[config.mk]
export PLATFORM = sky130hd
export DESIGN_NAME = mem_lsu_port
export DESIGN_NICKNAME = d
export VERILOG_FILES = /design/src/rtl/mem_pkg.sv /design/src/rtl/mem_lane.sv /design/src/rtl/mem_lsu_port.sv
export SDC_FILE = /design/constraint.sdc
export NUM_CORES = 1
export LEC_CHECK = 0
export ABC_AREA = 1
export CORE_UTILIZATION = 48
export CTS_CLUSTER_DIAMETER = 150
export DETAILED_ROUTE_END_ITERATION = 7
export GPL_ROUTABILITY_DRIVEN = 0
export GPL_TIMING_DRIVEN = 0
export PLACE_DENSITY = 0.79
export REMOVE_ABC_BUFFERS = 1
export SLEW_MARGIN = 40
export SYNTH_ARGS = -nofsm -noshare
export SYNTH_HDL_FRONTEND = slang
export SYNTH_HIERARCHICAL = 1
export SYNTH_SLANG_ARGS = --single-unit
export TNS_END_PERCENT = 100
[constraint.sdc]
create_clock -name clk -period 6.45 [get_ports clk]
set_input_delay 1.29 -clock clk [delete_from_list [all_inputs] [get_ports clk]]
set_output_delay 1.29 -clock clk [all_outputs]
set_load 0.02 [all_outputs]
[src/rtl/mem_pkg.sv]
// Shared types for the load/store memory port: access sizes, FSM states, word width.
package mem_pkg;

    localparam int unsigned WordW = 32;

    typedef enum logic [1:0] {
        SZ_B = 2'b00,
        SZ_H = 2'b01,
        SZ_W = 2'b10,
        SZ_X = 2'b11
    } size_e;

    typedef enum logic [2:0] {
        IDLE = 3'd0,
        RD   = 3'd1,
        CAP  = 3'd2,
        WR   = 3'd3,
        RSP  = 3'd4
    } state_e;

endpackage

[src/rtl/mem_lane.sv]
// Combinational lane logic: extract/extend a sub-word for loads and merge
// store data into a word for read-modify-write.
module mem_lane
    import mem_pkg::*;
(
    input  logic [WordW-1:0] i_word,
    input  logic [WordW-1:0] i_wdata,
    input  logic [1:0]       i_off,
    input  size_e            i_size,
    input  logic             i_unsigned,
    output logic [WordW-1:0] o_rdata,
    output logic [WordW-1:0] o_merged
);

    logic [4:0]  w_bsh;
    logic [4:0]  w_hsh;
    logic [7:0]  w_byte;
    logic [15:0] w_half;

    // Lane select by shift; half lane uses only addr[1].
    always_comb begin
        w_bsh  = {i_off, 3'b000};
        w_hsh  = {i_off[1], 4'b0000};
        w_byte = 8'(i_word >> w_bsh);
        w_half = 16'(i_word >> w_hsh);
        case (i_size)
            SZ_B: begin
                o_rdata  = {{24{w_byte[7] & ~i_unsigned}}, w_byte};
                o_merged = (i_word & ~(32'h0000_00FF << w_bsh))
                         | ({24'h0, i_wdata[7:0]} << w_bsh);
            end
            SZ_H: begin
                o_rdata  = {{16{w_half[15] & ~i_unsigned}}, w_half};
                o_merged = (i_word & ~(32'h0000_FFFF << w_hsh))
                         | ({16'h0, i_wdata[15:0]} << w_hsh);
            end
            default: begin
                o_rdata  = i_word;
                o_merged = i_wdata;
            end
        endcase
    end

endmodule

[src/rtl/mem_lsu_port.sv]
// Load/store front end for a word-wide, one-cycle-latency memory without
// byte enables. Sub-word stores go through read-modify-write.
module mem_lsu_port
    import mem_pkg::*;
#(
    parameter int unsigned _D = 1024
) (
    input  logic        clk,
    input  logic        rst,
    input  logic        req_valid,
    output logic        req_ready,
    input  logic        req_we,
    input  logic [1:0]  req_size,
    input  logic        req_unsigned,
    input  logic [31:0] req_addr,
    input  logic [31:0] req_wdata,
    output logic        rsp_valid,
    input  logic        rsp_ready,
    output logic [31:0] rsp_rdata,
    output logic        rsp_err,
    output logic        mem_read_en,
    output logic [31:0] mem_read_addr,
    input  logic [31:0] mem_read_data,
    output logic        mem_write_en,
    output logic [31:0] mem_write_addr,
    output logic [31:0] mem_write_data
);

    state_e      r_state;
    state_e      w_state_d;
    logic [29:0] r_idx;
    logic [1:0]  r_off;
    size_e       r_size;
    logic        r_uns;
    logic        r_we;
    logic        r_err;
    logic [31:0] r_wdata;
    logic [31:0] r_wword;
    logic [31:0] r_rdata;

    size_e       w_size;
    logic        w_misalign;
    logic        w_err;
    logic        w_accept;
    logic [31:0] w_lane_rdata;
    logic [31:0] w_merged;

    assign w_size   = size_e'(req_size);
    assign w_accept = req_valid && (r_state == IDLE);

    // Request legality: size, alignment and word-index range.
    always_comb begin
        case (w_size)
            SZ_H:    w_misalign = req_addr[0];
            SZ_W:    w_misalign = |req_addr[1:0];
            SZ_X:    w_misalign = 1'b1;
            default: w_misalign = 1'b0;
        endcase
        w_err = w_misalign | ({2'b00, req_addr[31:2]} >= _D);
    end

    // Next-state: word stores skip the read, errors go straight to the response.
    always_comb begin
        w_state_d = r_state;
        case (r_state)
            IDLE: begin
                if (req_valid) begin
                    if (w_err)                        w_state_d = RSP;
                    else if (req_we && w_size == SZ_W) w_state_d = WR;
                    else                              w_state_d = RD;
                end
            end
            RD:      w_state_d = CAP;
            CAP:     w_state_d = r_we ? WR : RSP;
            WR:      w_state_d = RSP;
            RSP:     if (rsp_ready) w_state_d = IDLE;
            default: w_state_d = IDLE;
        endcase
    end

    mem_lane u_lane (
        .i_word     (mem_read_data),
        .i_wdata    (r_wdata),
        .i_off      (r_off),
        .i_size     (r_size),
        .i_unsigned (r_uns),
        .o_rdata    (w_lane_rdata),
        .o_merged   (w_merged)
    );

    // State and request/response registers; CAP samples the memory word.
    always_ff @(posedge clk or posedge rst) begin
        if (rst) begin
            r_state <= IDLE;
            r_idx   <= '0;
            r_off   <= '0;
            r_size  <= SZ_B;
            r_uns   <= 1'b0;
            r_we    <= 1'b0;
            r_err   <= 1'b0;
            r_wdata <= '0;
            r_wword <= '0;
            r_rdata <= '0;
        end else begin
            r_state <= w_state_d;
            if (w_accept) begin
                r_idx   <= req_addr[31:2];
                r_off   <= req_addr[1:0];
                r_size  <= w_size;
                r_uns   <= req_unsigned;
                r_we    <= req_we;
                r_err   <= w_err;
                r_wdata <= req_wdata;
                r_wword <= req_wdata;
                r_rdata <= '0;
            end else if (r_state == CAP) begin
                if (r_we) r_wword <= w_merged;
                else      r_rdata <= w_lane_rdata;
            end
        end
    end

    assign req_ready      = (r_state == IDLE);
    assign rsp_valid      = (r_state == RSP);
    assign rsp_rdata      = rsp_valid ? r_rdata : 32'h0;
    assign rsp_err        = rsp_valid & r_err;
    assign mem_read_en    = (r_state == RD);
    assign mem_read_addr  = mem_read_en ? {2'b00, r_idx} : 32'h0;
    assign mem_write_en   = (r_state == WR);
    assign mem_write_addr = mem_write_en ? {2'b00, r_idx} : 32'h0;
    assign mem_write_data = mem_write_en ? r_wword : 32'h0;

endmodule

## Yosys cells after proc, flatten, opt, wreduce, memory -nomap -nowiden

Index checks and enable logic that the tools add are counted.

| operators by class | value |
|---|---|
| magnitude comparators | 1 |
| equal/unequal tests | 11 |
| shift operators | 6 |
| multiplexer cells | 19 |
| bitwise operators | 11 |
| reductions and logical operators | 10 |

Operators by type and width:

| cell | number |
|---|---|
| 2-to-1 mux 32 bit | 8 |
| case mux 32 bit (2 select lines) | 2 |
| AND 32 bit | 2 |
| NOT 32 bit | 2 |
| OR 32 bit | 2 |
| 2-to-1 mux 30 bit | 2 |
| << shifter 16 x 5 -> 32 bit | 1 |
| << shifter 16 x 5 -> 32 bit (first input constant) | 1 |
| << shifter 8 x 5 -> 32 bit | 1 |
| << shifter 8 x 5 -> 32 bit (first input constant) | 1 |
| right shift 32 x 5 -> 16 bit | 1 |
| right shift 32 x 5 -> 8 bit | 1 |
| >= comparator 30 x 11 -> 1 bit (second input constant) | 1 |
| case mux 3 bit (5 select lines) | 1 |
| 2-to-1 mux 3 bit | 4 |
| equality test 3 x 2 -> 1 bit (second input constant) | 2 |
| AND reduction 2 bit | 3 |
| equality test 2 x 1 -> 1 bit (second input constant) | 2 |
| equality test 2 bit (second input constant) | 2 |
| inequality test 2 x 1 -> 1 bit (second input constant) | 2 |
| nonzero test 2 bit | 2 |
| AND 1 bit | 3 |
| equality test 3 x 1 -> 1 bit (second input constant) | 1 |
| equality test 3 bit (second input constant) | 1 |
| 9 further kinds | 10 |

| storage, ports and cells | value |
|---|---|
| register bits | 136 |
| input bits | 104 |
| output and inout bits | 133 |
| logic and storage cells | 68 |

## Longest topological paths before layout

Gate-level depths: netlist of the first run.

| logic depth | value |
|---|---|
| depth in word-level cells | 8 |
| mapped depth | 12 |
| mapped depth without buffers | 9 |

## Cells and area by module

The synthesis of the first run kept the hierarchy.

By module, submodules not included:

| module | instances | cells each | area each (um^2) | seq. area each (um^2) |
|---|---|---|---|---|
| mem_lsu_port | 1 | 803 | 6,175.9 | 3,403.3 |
| mem_lane | 1 | 352 | 1,619.1 | 0.0 |

## Worst setup path before layout of the first run

OpenSTA, ideal clock, no wires.

| timing path | value |
|---|---|
| kind | register to output |
| start | register r_state[1] |
| end | output mem_read_addr[0] |
| arrival | 1.676 ns |
| data required time | 5.160 ns |
| path slack | 3.484 ns |
| stages on the path, launching flop included | 5 |
| buffers on the path | 1 |
| path through | dfrtp_1 -> nor3_1 -> inv_1 -> clkbuf_1 -> nor2_1 |

| on the way | value |
|---|---|
| word-level cells in the longest chain between the ends | 2 |

Ends and longest elaborated chain:

| element | RTL line | RTL |
|---|---|---|
| start: declaration | mem_lsu_port.sv:29 | `state_e r_state;` |
| start signal: assignment | mem_lsu_port.sv:105 | `r_state <= w_state_d;` |
| equality test 3 x 1 -> 1 bit | mem_lsu_port.sv:127 | `assign mem_read_en = (r_state == RD);` |
| named net mem_read_en | mem_lsu_port.sv:21 | `output logic mem_read_en,` |
| 2-to-1 mux 30 bit | mem_lsu_port.sv:128 | `assign mem_read_addr = mem_read_en ? {2'b00, r_idx} : 32'h0;` |
| end: declaration | mem_lsu_port.sv:22 | `output logic [31:0] mem_read_addr,` |

The timed path passes the listed nets, and every way through them passes these cells.

## Worst setup path after layout of the first run

| timing path | value |
|---|---|
| start | register r_state[0] |
| end | output rsp_rdata[4] |

| on the way | value |
|---|---|
| word-level cells in the longest chain between the ends | 2 |

Ends and longest elaborated chain:

| element | RTL line | RTL |
|---|---|---|
| equality test 3 bit | mem_lsu_port.sv:124 | `assign rsp_valid = (r_state == RSP);` |
| 2-to-1 mux 32 bit | mem_lsu_port.sv:125 | `assign rsp_rdata = rsp_valid ? r_rdata : 32'h0;` |
| end: declaration | mem_lsu_port.sv:19 | `output logic [31:0] rsp_rdata,` |

Every way passes these cells.

==> flow_summary_export.csv, run 1 <==
group,metric,value,unit
synthesis,yosys-top-cells-count,"nand2_1 (363), nor2_1 (173), inv_1 (152)",
sta,setup_ws,2.688,ns
placement,hpwl,16.97,mm
synthesis,netlist.area_leader.share,0.4366,
sta,worst_clock_skew,0.007066,ns
worst_setup_path,worst_setup_path_start_kind,"flop",
clocking,clk_pin_slew_worst_paths,0.06,ns
synthesis,synthFlopType,"dfrtp_1",
grt,grt_start_max_net_pins,75,
sta,setup_violations,0,
sta,rsz0062_at_grt,"false",
die,fp.dieArea,0.01675,mm2
sta,finalSetupTns,0,ns
synthesis,yosysMostFrequentCell,"nand2_1",
pwr,powerDensity,384.2,mW/mm2
pwr,leakage,0.005177,uW
grt,antenna_found_initial,0,
sta,hold_violations,0,
clocking,cts_sinks,136,
die,die_h,129.4,um
route,first_iter_violations,797,
worst_setup_path,r2r_setup_slack,3.50,ns
clocking,cts_made_buffers,17,
route,vias,8284,
route,ant_nets,0,
die,core_area,0.01589,mm2
clocking,worstSkewPairLatency,0.42,ns
clocking,cts_hold_buf,0,
route,dr.pass1.iters,6,
clocking,cts_root_buf,"clkbuf_16",
worst_setup_path,required,5.16,ns
worst_setup_path,cp.arrival,2.47,ns
sta,post-route-period-util,0.5833,
synthesis,syn_area,0.007795,mm2
grt,grt_pass1_vias,7629,
sta,layout_min_cycle_time,3.763,ns
placement,portBuffers,232,
clocking,cts_resized,0,
worst_hold_path,min_from,"r_wdata[31]",
pwr,peakVddDrop,0.0002622,V
synthesis,postSynth.asyncResetShare,1.000,
final_layout,drive_above_1_share,0.05000,
placement,dp_slack,2.879,ns
clocking,cts_setup_buffers,0,
route,vias_per_cell,5.256,
sta,report.final.slew_viol_count,0,
final_layout,utilization,0.6831,
synthesis,ys_types,28,
worst_setup_path,r2r-end,"r_rdata[29]",
synthesis,ys_warn_count,6,
die,initial_core_util,0.4907,
synthesis,synth_area_leaders,"dfrtp_1 (44%), nand2_1 (17%), nor2_1 (8.3%)",
die,io_pins,237,
synthesis,synth_edf_count,0,
die,die_w,129.4,um
status,outcome,"finished clean",
worst_setup_path,worst_r2r_path_depth,7,
sta,worstMarginPinSlew,0.8251,ns
final_layout,final_nets,1451,
flow_run,maxCapViolCount,0,
worst_hold_path,min_path_type,"reg -> reg",
clocking,cts_tree,"built",
worst_hold_path,holdPathEnd,"r_wdata[31]",
final_layout,n_fill_cell,1366,
clocking,clockBufferDepth,2,
worst_setup_path,endpoint_kind,"output port",
worst_setup_path,criticalPathCategory,"reg -> out",
sta,maxSlewHeadroom,0.4499,
synthesis,ys_ff_latch,136,
die,num_rows,46,
synthesis,synth_area_per_cell,6.749,um2
synthesis,ys_seq_area_frac,0.4366,
final_layout,area_delta_synth_final,39.21,%
grt,grt_overflow_total,0,
synthesis,netlist_instances,1155,
sta,max_freq,265.8,MHz
worst_setup_path,cp_max_fo,35,
grt,grt_use_total,0.2995,
route,routedWlPerCell,15.60,um
worst_hold_path,whs_path_depth,2,
final_layout,diodes,0,
synthesis,yosys.area.top_type,"dfrtp_1",
route,drc,0,
route,drt_wl_total,24.59,mm
clocking,htree_levels,4,
worst_setup_path,r2r_start,"r_size[1]",
grt,grt_first_pass_wirelength,38.64,mm
[worst max path at each step]
stage,start,to,slack (ns),cells past startpoint
after detailed placement,req_valid,r_wword[2],2.88,6
after global placement,rst,r_rdata[11],-0.42,2
after global routing,r_state[0],mem_read_addr[27],2.54,5
final,r_state[0],rsp_rdata[4],2.69,4
after CTS,r_state[0],rsp_rdata[4],2.71,4
after floorplan,rst,r_err,1.52,1
[logic make-up (layout without fill, tap and decap cells)]
logic type / count (synthesis) / count (layout) / synth area share
and+or+nand+nor: 625 / 625 / 0.3210
other: 1 / 4 / 0.0004811
DFF: 136 / 136 / 0.4366
buffers and inverters: 228 / 430 / 0.1252
AOI/OAI and AO/OA: 165 / 165 / 0.1167
[cell usage in the layout (no fill, tap or decap), types with 9 or more instances in the layout]
| cell | n |
|---|---|
| a21oi_1 | 9 |
| o21ai_0 | 82 |
| nand3_1 | 69 |
| inv_1 | 149 |
| nand2_1 | 361 |
| a31oi_1 | 32 |
| nor2_1 | 173 |
| clkbuf_16 | 17 |
| dfrtp_1 | 133 |
| o22ai_1 | 18 |
| clkdlybuf4s50_1 | 232 |
| o21ai_1 | 15 |
[sequential cells by signal, summed over array words and instances, names as in the netlist]
register  count
r_err         1
r_idx        30
r_off         2
r_rdata      32
r_size        2
r_state       3
r_uns         1
r_wdata      32
r_we          1
r_wword      32
[where the power goes]
group          internal, uW  switching, uW
Combinational           567           1110
Clock                   669            378
Sequential             1170            277
[layer usage]
layer,GRT usage,vias up,part of all wire
met5,0,-,0
met4,0.1245,0,0.027
met3,0.05409,61,0.076
met2,0.4994,391,0.48
met1,0.3852,3869,0.42
li1,-,3963,-
[worst max-delay path: stages (launching register included)]
cell             delay (ns)
dfrtp_1                0.42
nor2_2                 0.17
nand2_2                0.42
nor2_1                 0.36
clkdlybuf4s50_1        0.66
[metrics by stage]
| stage | hold WS [ns] | power, uW | instance area (um2) | cells |
|---|---|---|---|---|
| after floorplan | 0.4419 | 2509 | 7430 | 1089 |
| after global placement | 0.4555 | 3000 | 10020 | 1537 |
| after detailed placement | 0.4584 | 3085 | 10220 | 1544 |
| after CTS | 0.4731 | 4152 | 10850 | 1576 |
| after global routing | 0.4881 | 4464 | 10850 | 1576 |
| final | 0.4674 | 4169 | 10850 | 1576 |
[final cells by class]
cell class | count | area [um2] | area share
Tap cell | 216 | 270.3 | 0.02490
Timing Repair Buffer | 239 | 2495 | 0.2299
Multi-Input combinational cell | 794 | 3441 | 0.3171
Inverter | 159 | 609.3 | 0.05615
Clock buffer | 21 | 460.4 | 0.04243
Clock inverter | 11 | 168.9 | 0.01557
Sequential cell | 136 | 3407 | 0.3140
(Power assumes the default switching activity.)
==> run 2, diff against run 1 <==
CORE_UTILIZATION = 43   (was 48)
PLACE_DENSITY = 0.74   (was 0.79)
clock period = 3.34 ns   (was 6.45 ns; I/O delays follow)
==> flow_summary_export.csv, run 2 (synthesis gave the netlist of run 1 again) <==
group,metric,value,unit
sta,layout_min_cycle_time,3.105,ns
route,ant_nets,0,
clocking,cts_resized,0,
placement,placed_area,0.01019,mm2
grt,grt_start_max_net_pins,75,
final_layout,top_regs,"r_rdata: 32 flops, r_wdata: 32 flops, r_wword: 32 flops",
die,num_rows,48,
clocking,cts_made_buffers,17,
final_layout,final_cell_mix,"nand2_1 (361), clkdlybuf4s50_1 (232), nor2_1 (173)",
sta,post-route-period-util,0.9296,
sta,report.final.slew_viol_count,0,
route,vias,8144,
worst_setup_path,cp_max_fo,30,
final_layout,final_area,0.01079,mm2
clocking,clk_pin_slew_worst_paths,0.06,ns
final_layout,drive_above_1_share,0.04713,
final_layout,area_delta_synth_final,38.46,%
worst_setup_path,cp.arrival,2.44,ns
worst_hold_path,whs_path_depth,2,
clocking,cts_setup_buffers,0,
grt,antenna_found_initial,0,
clocking,cts_tree,"built",
sta,setup_violations,0,
grt,grt_use_total,0.2689,
grt,grt_overflow_total,0,
route,drt_wl_total,24.58,mm
clocking,worstSkewPairLatency,0.42,ns
clocking,cts_root_buf,"clkbuf_16",
sta,rsz0062_at_grt,"false",
final_layout,final_nets,1450,
route,vias_per_cell,5.145,
sta,worstMarginPinSlew,0.8511,ns
die,initial_core_util,0.4460,
pwr,peakVddDrop,0.0005594,V
clocking,cts_hold_buf,0,
worst_setup_path,endpoint_kind,"output port",
route,first_iter_violations,675,
placement,portBuffers,232,
final_layout,diodes,0,
worst_setup_path,criticalPathCategory,"reg -> out",
sta,hold_violations,0,
worst_setup_path,worst_r2r_path_depth,7,
grt,grt_pass1_vias,7625,
final_layout,final_common_cell,"nand2_1",
die,die_h,136.6,um
die,io_pins,237,
flow_run,maxCapViolCount,0,
die,die_w,136.6,um
worst_setup_path,worst_setup_path_start_kind,"flop",
sta,timing.hold.ws,0.4731,ns
pwr,powerDensity,736.8,mW/mm2
clocking,htree_levels,4,
sta,worst_clock_skew,0.007339,ns
die,core_area,0.01748,mm2
route,drc,0,
die,fp.dieArea,0.01867,mm2
worst_hold_path,min_path_type,"reg -> reg",
clocking,clockBufferDepth,2,
pwr,leakage,0.005146,uW
placement,hpwl,16.93,mm
sta,max_freq,322.1,MHz
clocking,cts_sinks,136,
sta,maxSlewHeadroom,0.4325,
route,dr.pass1.iters,7,
status,outcome,"finished clean",
route,routedWlPerCell,15.53,um
worst_setup_path,required,2.67,ns
grt,grt_first_pass_wirelength,38.68,mm
==> run 2: cell types whose count changed in the layout (fill, tap and decap cells not counted), sizes merged <==
cell / change
clkbuf: +3
inv: -2
buf: -1
bufinv: -1
clkinvlp: -1
==> run 2: area by class of cell <==
| cell class | count | area [um2] |
|---|---|---|
| Fill cell | 1569 | 6684 |
| Multi-Input combinational cell | 794 | 3441 |
| Sequential cell | 136 | 3407 |
| Timing Repair Buffer | 238 | 2455 |
| Inverter | 159 | 609.3 |
| Clock buffer | 24 | 481.7 |
| Tap cell | 225 | 281.5 |
| Clock inverter | 7 | 117.6 |
==> run 2: path summary, 6_finish.rpt <==
kind	from	to	slack (ns)
max in group asynchronous	rst	r_size[1]	1.93
max	r_state[0]	mem_read_addr[12]	0.24
min reg2reg	r_wdata[31]	r_wdata[31]	0.47
min in group asynchronous	rst	r_idx[7]	0.70
max reg2reg	r_size[1]	r_rdata[28]	0.34
min	r_wdata[31]	r_wdata[31]	0.47
==> run 2: report_power, final <==
group | switching [uW] | internal (uW)
clock | 708 | 1230
combinational | 2140 | 1080
sequential | 527 | 2270
==> run 2: per-stage QoR <==
step,instances,total power [uW],util,setup WS (ns),setup TNS [ns]
after floorplan,1089,4846,-,-0.9675,-131.57
after global placement,1546,5794,0.5741,-3.047,-576.50
after detailed placement,1552,5946,0.5832,0.4553,0
after CTS,1583,7920,0.6175,0.1993,0
after global routing,1583,8542,0.6176,0.06174,0
final,1583,7952,0.6176,0.2351,0
==> run 2: per-layer routing <==
metal,global-route usage,share of wire,vias up
met4,0.09691,0.024,0
met3,0.04704,0.080,45
met5,0,0,-
met1,0.3552,0.42,3807
met2,0.4413,0.47,350
li1,-,-,3942
==> run 2: worst max-delay path: stages, from the launching register on <==
cell and delay (ns):
dfrtp_1 0.41, inv_1 0.10, nor3_1 0.34, inv_2 0.31
nor2_1 0.22, clkdlybuf4s50_1 0.63
